--- src/rtl/dvp_frame_gen.sv ---
// DVP camera-source generator: derives PCLK from sys_clk and emits VSYNC/HSYNC/HREF
// framing with a selectable test pattern, frame after frame while enabled.
module dvp_frame_gen #(
  parameter int DVP_DATA_W = 8,
  parameter int H_ACTIVE   = 640,
  parameter int V_ACTIVE   = 480,
  parameter int BPP        = 2,
  parameter int H_TOTAL    = 784,
  parameter int HS_W       = 80,
  parameter int HBP        = 40,
  parameter int VS_LINES   = 3,
  parameter int VBP_LINES  = 17,
  parameter int VFP_LINES  = 10,
  parameter int PCLK_DIV   = 6
) (
  input  logic                  sys_clk,
  input  logic                  rst_n,
  input  logic                  gen_en_i,
  input  logic [1:0]            pattern_sel_i,
  output logic                  dvp_pclk_o,
  output logic                  dvp_vsync_o,
  output logic                  dvp_hsync_o,
  output logic                  dvp_href_o,
  output logic [DVP_DATA_W-1:0] dvp_d_o,
  output logic                  frame_done_o,
  output logic                  busy_o,
  output logic [15:0]           frame_cnt_o
);

  localparam int L   = H_TOTAL * BPP;
  localparam int H_W = $clog2(L + 1);
  localparam int D_W = $clog2(PCLK_DIV + 1);
  localparam int S_W = $clog2(BPP + 1);
  localparam int V_W = 16;

  localparam logic [H_W-1:0] H_LAST    = H_W'(L - 1);
  localparam logic [H_W-1:0] HS_END    = H_W'(HS_W * BPP);
  localparam logic [H_W-1:0] HREF_BEG  = H_W'((HS_W + HBP) * BPP);
  localparam logic [H_W-1:0] HREF_END  = H_W'((HS_W + HBP + H_ACTIVE) * BPP);
  localparam logic [S_W-1:0] SUB_LAST  = S_W'(BPP - 1);
  localparam logic [D_W-1:0] DIV_LAST  = D_W'(PCLK_DIV - 1);

  typedef enum logic [2:0] {S_IDLE, S_VSYNC, S_VBP, S_ACTIVE, S_VFP} state_t;

  function automatic int lines_of(state_t s);
    case (s)
      S_VSYNC:  return VS_LINES;
      S_VBP:    return VBP_LINES;
      S_ACTIVE: return V_ACTIVE;
      S_VFP:    return VFP_LINES;
      default:  return 0;
    endcase
  endfunction

  // Successor of a state with empty (0-line) phases skipped; S_IDLE means the frame is over.
  function automatic state_t next_phase(state_t s);
    state_t n;
    n = S_IDLE;
    case (s)
      S_IDLE:   n = (VS_LINES > 0)  ? S_VSYNC  : (VBP_LINES > 0) ? S_VBP :
                    (V_ACTIVE > 0)  ? S_ACTIVE : (VFP_LINES > 0) ? S_VFP : S_IDLE;
      S_VSYNC:  n = (VBP_LINES > 0) ? S_VBP    : (V_ACTIVE > 0)  ? S_ACTIVE :
                    (VFP_LINES > 0) ? S_VFP    : S_IDLE;
      S_VBP:    n = (V_ACTIVE > 0)  ? S_ACTIVE : (VFP_LINES > 0) ? S_VFP : S_IDLE;
      S_ACTIVE: n = (VFP_LINES > 0) ? S_VFP    : S_IDLE;
      default:  n = S_IDLE;
    endcase
    return n;
  endfunction

  logic [D_W-1:0]  r_div;
  logic            r_pclk;
  state_t          r_state;
  logic [H_W-1:0]  r_h;
  logic [V_W-1:0]  r_v;
  logic            r_vsync, r_hsync, r_href, r_frame_done, r_busy;
  logic [DVP_DATA_W-1:0] r_d;
  logic [15:0]     r_frame_cnt;
  logic [1:0]      r_pat;
  logic [4:0]      r_b;     // only b mod 32 is ever observed, so a 5-bit wrap suffices
  logic [7:0]      r_col;   // only col[7:0] is ever observed
  logic [S_W-1:0]  r_sub;

  logic            w_div_wrap, w_tick;
  state_t          w_state_nxt;
  logic [H_W-1:0]  w_h_nxt;
  logic [V_W-1:0]  w_v_nxt;
  logic            w_frame_start, w_frame_end;
  logic            w_vsync_nxt, w_hsync_nxt, w_href_nxt;
  logic [1:0]      w_pat;
  logic [4:0]      w_b_base;
  logic [7:0]      w_col_base, w_col_adv, w_row, w_pix8;
  logic [S_W-1:0]  w_sub_base, w_sub_adv;
  logic [DVP_DATA_W-1:0] w_d_nxt;

  assign w_div_wrap = (r_div == DIV_LAST);
  assign w_tick     = w_div_wrap & r_pclk;

  // NOTE: asynchronous active-low reset with non-blocking assignments for all state.
  always_ff @(posedge sys_clk or negedge rst_n) begin
    if (!rst_n) begin
      r_div  <= '0;
      r_pclk <= 1'b0;
    end else if (w_div_wrap) begin
      r_div  <= '0;
      r_pclk <= ~r_pclk;
    end else begin
      r_div  <= r_div + 1'b1;
    end
  end

  always_ff @(posedge sys_clk or negedge rst_n) begin
    if (!rst_n)      r_state <= S_IDLE;
    else if (w_tick) r_state <= w_state_nxt;
  end

  // NOTE: every always_comb output gets a default first so no latch is inferred.
  always_comb begin
    w_state_nxt   = r_state;
    w_h_nxt       = r_h;
    w_v_nxt       = r_v;
    w_frame_start = 1'b0;
    w_frame_end   = 1'b0;
    if (r_state == S_IDLE) begin
      if (gen_en_i && next_phase(S_IDLE) != S_IDLE) begin
        w_state_nxt   = next_phase(S_IDLE);
        w_h_nxt       = '0;
        w_v_nxt       = '0;
        w_frame_start = 1'b1;
      end
    end else if (r_h != H_LAST) begin
      w_h_nxt = r_h + 1'b1;
    end else begin
      w_h_nxt = '0;
      if (r_v != V_W'(lines_of(r_state) - 1)) begin
        w_v_nxt = r_v + 1'b1;
      end else begin
        w_v_nxt     = '0;
        w_state_nxt = next_phase(r_state);
        if (w_state_nxt == S_IDLE) begin
          w_frame_end = 1'b1;
          if (gen_en_i) begin
            w_state_nxt   = next_phase(S_IDLE);
            w_frame_start = 1'b1;
          end
        end
      end
    end
  end

  // Outputs are computed for the slot being entered and registered on the tick.
  always_comb begin
    w_vsync_nxt = (w_state_nxt == S_VSYNC);
    w_hsync_nxt = !((w_state_nxt != S_IDLE) && (w_h_nxt < HS_END));
    w_href_nxt  = (w_state_nxt == S_ACTIVE) && (w_h_nxt >= HREF_BEG) && (w_h_nxt < HREF_END);
    w_pat       = w_frame_start ? pattern_sel_i : r_pat;
    w_b_base    = w_frame_start ? 5'd0 : r_b;
    w_col_base  = (w_h_nxt == '0) ? 8'd0 : r_col;
    w_sub_base  = (w_h_nxt == '0) ? '0 : r_sub;
    w_row       = w_v_nxt[7:0];
    if (w_sub_base == SUB_LAST) begin
      w_sub_adv = '0;
      w_col_adv = w_col_base + 1'b1;
    end else begin
      w_sub_adv = w_sub_base + 1'b1;
      w_col_adv = w_col_base;
    end
    case (w_pat)
      2'd0:    w_pix8 = {3'b000, w_b_base};
      2'd1:    w_pix8 = w_col_base;
      2'd2:    w_pix8 = w_row;
      default: w_pix8 = (w_col_base[3] ^ w_row[3]) ? 8'hFF : 8'h00;
    endcase
    w_d_nxt = '0;
    if (w_href_nxt) begin
      for (int i = 0; i < DVP_DATA_W && i < 8; i++) w_d_nxt[i] = w_pix8[i];
    end
  end

  always_ff @(posedge sys_clk or negedge rst_n) begin
    if (!rst_n) begin
      r_h          <= '0;
      r_v          <= '0;
      r_vsync      <= 1'b0;
      r_hsync      <= 1'b1;
      r_href       <= 1'b0;
      r_d          <= '0;
      r_frame_done <= 1'b0;
      r_busy       <= 1'b0;
      r_frame_cnt  <= '0;
      r_pat        <= 2'd0;
      r_b          <= '0;
      r_col        <= '0;
      r_sub        <= '0;
    end else begin
      r_frame_done <= 1'b0;
      if (w_tick) begin
        r_h          <= w_h_nxt;
        r_v          <= w_v_nxt;
        r_vsync      <= w_vsync_nxt;
        r_hsync      <= w_hsync_nxt;
        r_href       <= w_href_nxt;
        r_d          <= w_d_nxt;
        r_busy       <= (w_state_nxt != S_IDLE);
        r_pat        <= w_pat;
        r_frame_done <= w_frame_end;
        r_b          <= w_href_nxt ? (w_b_base + 1'b1) : w_b_base;
        r_col        <= w_href_nxt ? w_col_adv : w_col_base;
        r_sub        <= w_href_nxt ? w_sub_adv : w_sub_base;
        if (w_frame_end) r_frame_cnt <= r_frame_cnt + 1'b1;
      end
    end
  end

  assign dvp_pclk_o   = r_pclk;
  assign dvp_vsync_o  = r_vsync;
  assign dvp_hsync_o  = r_hsync;
  assign dvp_href_o   = r_href;
  assign dvp_d_o      = r_d;
  assign frame_done_o = r_frame_done;
  assign busy_o       = r_busy;
  assign frame_cnt_o  = r_frame_cnt;

endmodule
--- config.mk ---
export PLATFORM = sky130hd
export DESIGN_NAME = dvp_frame_gen
export DESIGN_NICKNAME = d
export VERILOG_FILES = /design/src/rtl/dvp_frame_gen.sv
export SDC_FILE = /design/constraint.sdc
export NUM_CORES = 1
export LEC_CHECK = 0
export CAP_MARGIN = 10
export CORE_ASPECT_RATIO = 0.9
export CORE_MARGIN = 2
export CORE_UTILIZATION = 35
export CTS_BUF_LIST = sky130_fd_sc_hd__clkbuf_2
export DETAILED_ROUTE_END_ITERATION = 8
export DONT_BUFFER_PORTS = 1
export PLACE_DENSITY = 0.58
export SYNTH_ARGS = -nofsm -noshare
export SYNTH_HDL_FRONTEND = slang
export SYNTH_SLANG_ARGS = --single-unit
--- constraint.sdc ---
create_clock -name sys_clk -period 5.65 [get_ports sys_clk]
set_clock_uncertainty 0.1 [all_clocks]
set_input_delay 1.13 -clock sys_clk [delete_from_list [all_inputs] [get_ports sys_clk]]
set_output_delay 1.13 -clock sys_clk [all_outputs]
set_load 0.03 [all_outputs]
=== Word-level counts from Yosys, hierarchy flattened ===
Index checks and enable logic that the tools add are counted.

* Eq/ne operators: 14
* Multiplexer cells: 43
* $lt $le $gt $ge: 3
* Bitwise gates (word level): 3
* Reductions and logical operators: 11
* $add $sub $neg: 8

{| class="wikitable"
|+ Operator list
! kind !! number
|-
| 16-bit 2-to-1 mux || 6
|-
| 8-bit 2-to-1 mux || 5
|-
| 9-bit one-hot mux with 4 select lines || 1
|-
| 11-bit 2-to-1 mux || 3
|-
| 16-bit by 1-bit adder with 16-bit output (second input constant) || 2
|-
| 3-bit 2-to-1 mux || 10
|-
| 8-bit one-hot mux with 3 select lines || 1
|-
| 16-bit inequality test || 1
|-
| 16-bit by 2-bit subtractor with 16-bit output (second input constant) || 1
|-
| 11-bit by 1-bit adder with 11-bit output (second input constant) || 1
|-
| 11-bit by 8-bit greater-or-equal comparator with 1-bit output (second input constant) || 1
|-
| 11-bit logical NOT || 1
|-
| 11-bit less-than comparator (second input constant) || 1
|-
| 11-bit by 8-bit less-than comparator with 1-bit output (second input constant) || 1
|-
| 11-bit inequality test (second input constant) || 1
|-
| 1-bit 2-to-1 mux || 10
|-
| 5-bit 2-to-1 mux || 2
|-
| 3-bit by 2-bit == test with 1-bit output (second input constant) || 3
|-
| 3-bit one-hot mux with 3 select lines || 1
|-
| 8-bit by 1-bit adder with 8-bit output (second input constant) || 1
|-
| 2-bit 2-to-1 mux || 4
|-
| 3-bit by 1-bit == test with 1-bit output (second input constant) || 2
|-
| 3-bit == test (second input constant) || 2
|-
| 3-bit logical NOT || 2
|-
| other kinds (15) || 19
|}

* Register bits after elaboration: 80
* Bits of input ports: 5

=== Depth between registers and ports, before layout ===
* Depth in word-level cells: 18
* Gate-level depth with buffers: 19
* Depth with buffers taken out: 15

=== Worst setup path before layout ===
Ideal clock, no wire load.

* Path kind: register to register
* Start point: register r_state[2]
* End point: register r_col[5]
* Setup time: 0.079 ns
* Period minus slack after synthesis: 3.886 ns
* Arrival time: 3.707 ns
* Stages on the path, launching flop included: 18
* Slack: 1.764 ns
* Path through: dfrtp_1 buf_6 buf_6 clkbuf_1 or2_2 ha_1 and3_1 ha_1 xor2_1 nand3_1 a2111oi_0 and4b_1 buf_2 xnor2_1 a211oi_4 nand3_4 nor4_1 mux2i_1

* Cells in the longest elaborated chain, start to end: 14

{| class="wikitable"
|+ Ends and longest elaborated chain
! what !! RTL line !! RTL
|-
| from (decl) || 73 || <nowiki>state_t r_state;</nowiki>
|-
| from (signal assigned) || 114 || <nowiki>else if (w_tick) r_state <= w_state_nxt;</nowiki>
|-
| parallel branches: the longest is 13 deep, another holds 16-bit by 2-bit subtractor with 16-bit output || -- ||
|-
| 8-bit 2-to-1 mux (*) || 208 || <nowiki>r_col <= w_href_nxt ? w_col_adv : w_col_base;</nowiki>
|-
| to (signal assigned) || 208 ||
|-
| to (decl) || 81 || <nowiki>logic [7:0] r_col;</nowiki>
|}

Every way passes the cells marked *. The select of a mux whose other input is x is not followed.
A chain may end at the register's enable or synchronous reset.

=== Worst setup path in the final report ===
* Start point: register r_state[0]
* End point: register r_col[5]

Same word-level chain as after synthesis.

==> results.md <==
* Sequential standard cell area at around 2000 um^2
* Post-CTS Resized at 0
* Hold WC Path Type: input port to async pin
* Largest area contributor in the netlist: dfrtp_1
* Flop pwr share at 62.6%
* Initial antenna violation count at 0
* Clock buffer count from CTS at 9
* Core Region at 14200 um^2
* Slowest CP cell: dfrtp_1
* Clk_lat worst skew at roughly 0.58 ns
* Main synth FF type: dfrtp_1
* Vias in the first global route at roughly 4300
* Share of post-route cells with drive strength above 1 at 7.02%
* Number of unique standard cell types used by synthesis at 68
* Setup crit start kind: flip-flop
* Setup WS pre-CTS at 0.957 ns
* Placer Congestion at 0.883
* WP data required at around 6 ns
* DP HPWL at 9600 um
* Worst Path Buf+Inv at 0
* Largest cells by area after synthesis: dfrtp_1, nand2_1, xnor2_1
* Fill count at around 1500
* Sequential share of the synthesized area at 39.1%
* VDD IR max at roughly 0.12 mV
* Clock Path Buffers at 2
* NetSw at 236 uW
* CTS HTree Levels at 3
* Switching Fraction at 25.7%
* I/O Pins at 35
* CTS root buffer: clkbuf_2
* Leak Pwr at 2.23 nW
* Die width at 131 um
* Number of flops mapped to enable cells by yosys at 0
* Crit path DAT at 5.24 ns
* Synth warn at 0
* Syn nets at 601
* Crit-path cells: xnor2_1 > or2_2 > ha_1 > and3_1 > ha_1 > xor2_1 > nand3_1 > a2111oi_0 > and4b_1 > xnor2_1 > a211oi_4 > nand3_4 > nor4_1 > mux2i_1
* Fin crit period at 4.82 ns
* First-pass GRT wire length at 22500 um
* Rows at 41
* Post-Route WL at between 10000 and 15000 um
* Max Slew Vio Count at 0
* Count of input and output buffers at 0
* Antenna cells at 0
* Post-Route Utilization at 37.7%
* Clock group share of total power at 37.1%
* Max-Cap Viols at 0
* Cell count after synthesis at 586
* Fin crit share at around 85%
* Status: completed
* Die height at 119 um
* CP max FO at 20
* Starting density of the core at 36.2%
* Area delta synth->final at 4.28%
* Largest net degree at the start of global routing at 81
* CTS tree: built
* Layout Cells excl Fill at between 700 and 800
* CP endpoint kind: flip-flop
* FF+latch count, synth at 80
* Synth async-reset ratio at between 90% and 100%
* Max-slew headroom at 40.0%
* DRT Pass-1 Iters at 6
* Via count at roughly 4400
* TNS Setup at 0 ns
* DRT iter0 DRCs at around 430
* Sink Count at 80
* Logic pwr share at 0.3%
* Post-synth top area share at around two fifths
* Synth cell count leaders: dfrtp_1, nand2_1, nor2_1
* DRC Markers at 0
* Remaining antenna violation count at 0
* Worst-path clk slew at 0.26 ns
* Crit path kind: flip-flop to flip-flop
* RSZ-0062 raised after global routing: false
* Post-synthesis cell area at 5120 um^2
* Syn Area/Cell at 8.73 um^2
* Post-route cell area at between 5000 and 6000 um^2
* Routed vias/inst at 5.81
* Crit path largest cell delay at 0.84 ns
* Remaining Overflow, GRT at 0
* Count leader, synth: dfrtp_1
* GRT Total Usage at 17.7%
* Inst Count DP at 746
* Final WS setup at 0.834 ns
* Avg WL per Cell at 17.8 um
* Tightest Pin Transition at 0.888 ns
* Final nets at 580
* Pint at 682 uW
* Post-DP Area at around 5200 um^2
* Power Density at approximately 170 nW/um^2
* Die ar. at 15600 um^2
* FMAX at 208 MHz
* Crit-path leading delay family: simple AND/OR/NAND/NOR gates
* Footprint of the multi-input gates at 2890 um^2
* Final setup vio count at 0
* Final number of hold-violating endpoints at 0
-- state kept, by name (all words and copies together), names as in the netlist, 2 cells and up --
| signal | count |
|---|---|
| r_h | 11 |
| r_col | 8 |
| r_b | 5 |
| dvp_d_o | 8 |
| frame_cnt_o | 16 |
| r_div | 3 |
| r_v | 16 |
| r_sub | 2 |
| r_pat | 2 |
| r_state | 3 |
-- final cells by class --
class / instances / area share, %
timing repair buffer: 5 / 0.750
tap: 193 / 4.52
clock buffer: 9 / 0.844
multi-input combinational: 459 / 54.2
inverter: 10 / 0.703
sequential: 80 / 37.5
clock inverter: 7 / 1.45
-- power groups by stage --
stage	clock, mW	combinational [mW]	sequential (mW)
finish	0.340	0.00310	0.574
global route	0.377	0.00375	0.575
CTS	0.354	0.000430	0.574
detailed placement	0	0.000426	0.584
global placement	0	0.000360	0.584
floorplan	0	0.000345	0.584
-- path summary, 6_finish.rpt --
check                           start             end  slack, ns  depth (start not counted)
setup / recovery           r_state[0]        r_col[5]       0.83                         14
hold / removal                  rst_n      dvp_href_o       0.09                          0
setup reg to reg           r_state[0]        r_col[5]       0.83                         14
hold reg to reg              r_col[7]        r_col[7]       0.40                          1
max in group asynchronous       rst_n  frame_cnt_o[1]       4.08                          1
min in group sys_clk         r_col[7]        r_col[7]       0.40                          1
-- routing by layer --
metal / vias up / GRT usage [%] / share of wire (%)
met5: - / 0 / 0
met4: 0 / 6.11 / 1.6
met3: 27 / 4.33 / 5.9
met2: 142 / 27.8 / 46
met1: 2158 / 23.8 / 47
li1: 2104 / - / -
-- worst reg2reg max path: stages (launching register included) --
cell       delay [ns]
dfrtp_1          0.84
xnor2_1          0.19
or2_2            0.31
ha_1             0.28
and3_1           0.18
ha_1             0.29
xor2_1           0.16
nand3_1          0.11
a2111oi_0        0.35
and4b_1          0.44
xnor2_1          0.21
a211oi_4         0.42
nand3_4          0.22
nor4_1           0.43
mux2i_1          0.24
-- per-stage QoR --
| stage | hold slack, ns | power [mW] |
|---|---|---|
| 2_1_floorplan | 0.349 | 0.584 |
| 3_3_place_gp | 0.373 | 0.584 |
| 3_5_place_dp | 0.377 | 0.584 |
| 4_1_cts | 0.0541 | 0.928 |
| 5_1_grt | 0.0329 | 0.955 |
| 6_report | 0.0931 | 0.918 |
-- cell families (layout without fill, tap and decap cells) --
family / Yosys count / count (layout) / share of synthesized area (%)
buf+inv: 47 / 31 / 4.35
fa+ha+maj: 10 / 10 / 2.44
simple gates: 246 / 246 / 24.1
flops: 80 / 80 / 39.1
xor+xnor: 41 / 41 / 7.02
mux: 17 / 17 / 3.47
compound gates: 145 / 145 / 19.5
-- layout by cell type (no fill, tap or decap), drive strengths merged, types with 3 or more instances in the layout --
cell type  synthesis  routed
a2111oi            3       3
a211oi             7       7
a21boi             3       3
a21oi             25      25
a22o               6       6
a31oi              8       8
a32o               6       6
and2               9       9
and3              16      16
buf               17       4
clkbuf            20       9
dfrtp             79      79
ha                10      10
inv               10      13
mux2               6       6
mux2i             11      11
nand2             76      76
nand2b             6       6
nand3             31      31
nand4             11      11
nor2              41      41
nor2b              3       3
nor3              20      20
nor3b              5       5
nor4               7       7
o211ai             5       5
o21a               3       3
o21ai             43      43
o2bb2ai            3       3
o311ai             5       5
o31ai              8       8
o41ai              4       4
or2                8       8
or3                6       6
xnor2             24      24
xor2              17      17
-- timing repair --
| action | CTS | global route |
|---|---|---|
| hold buffers | 0 | 1 |
| setup buffers | 0 | 0 |
| hold endpoints to repair | 0 | 15 |
Power figures use the tool's default switching activity.
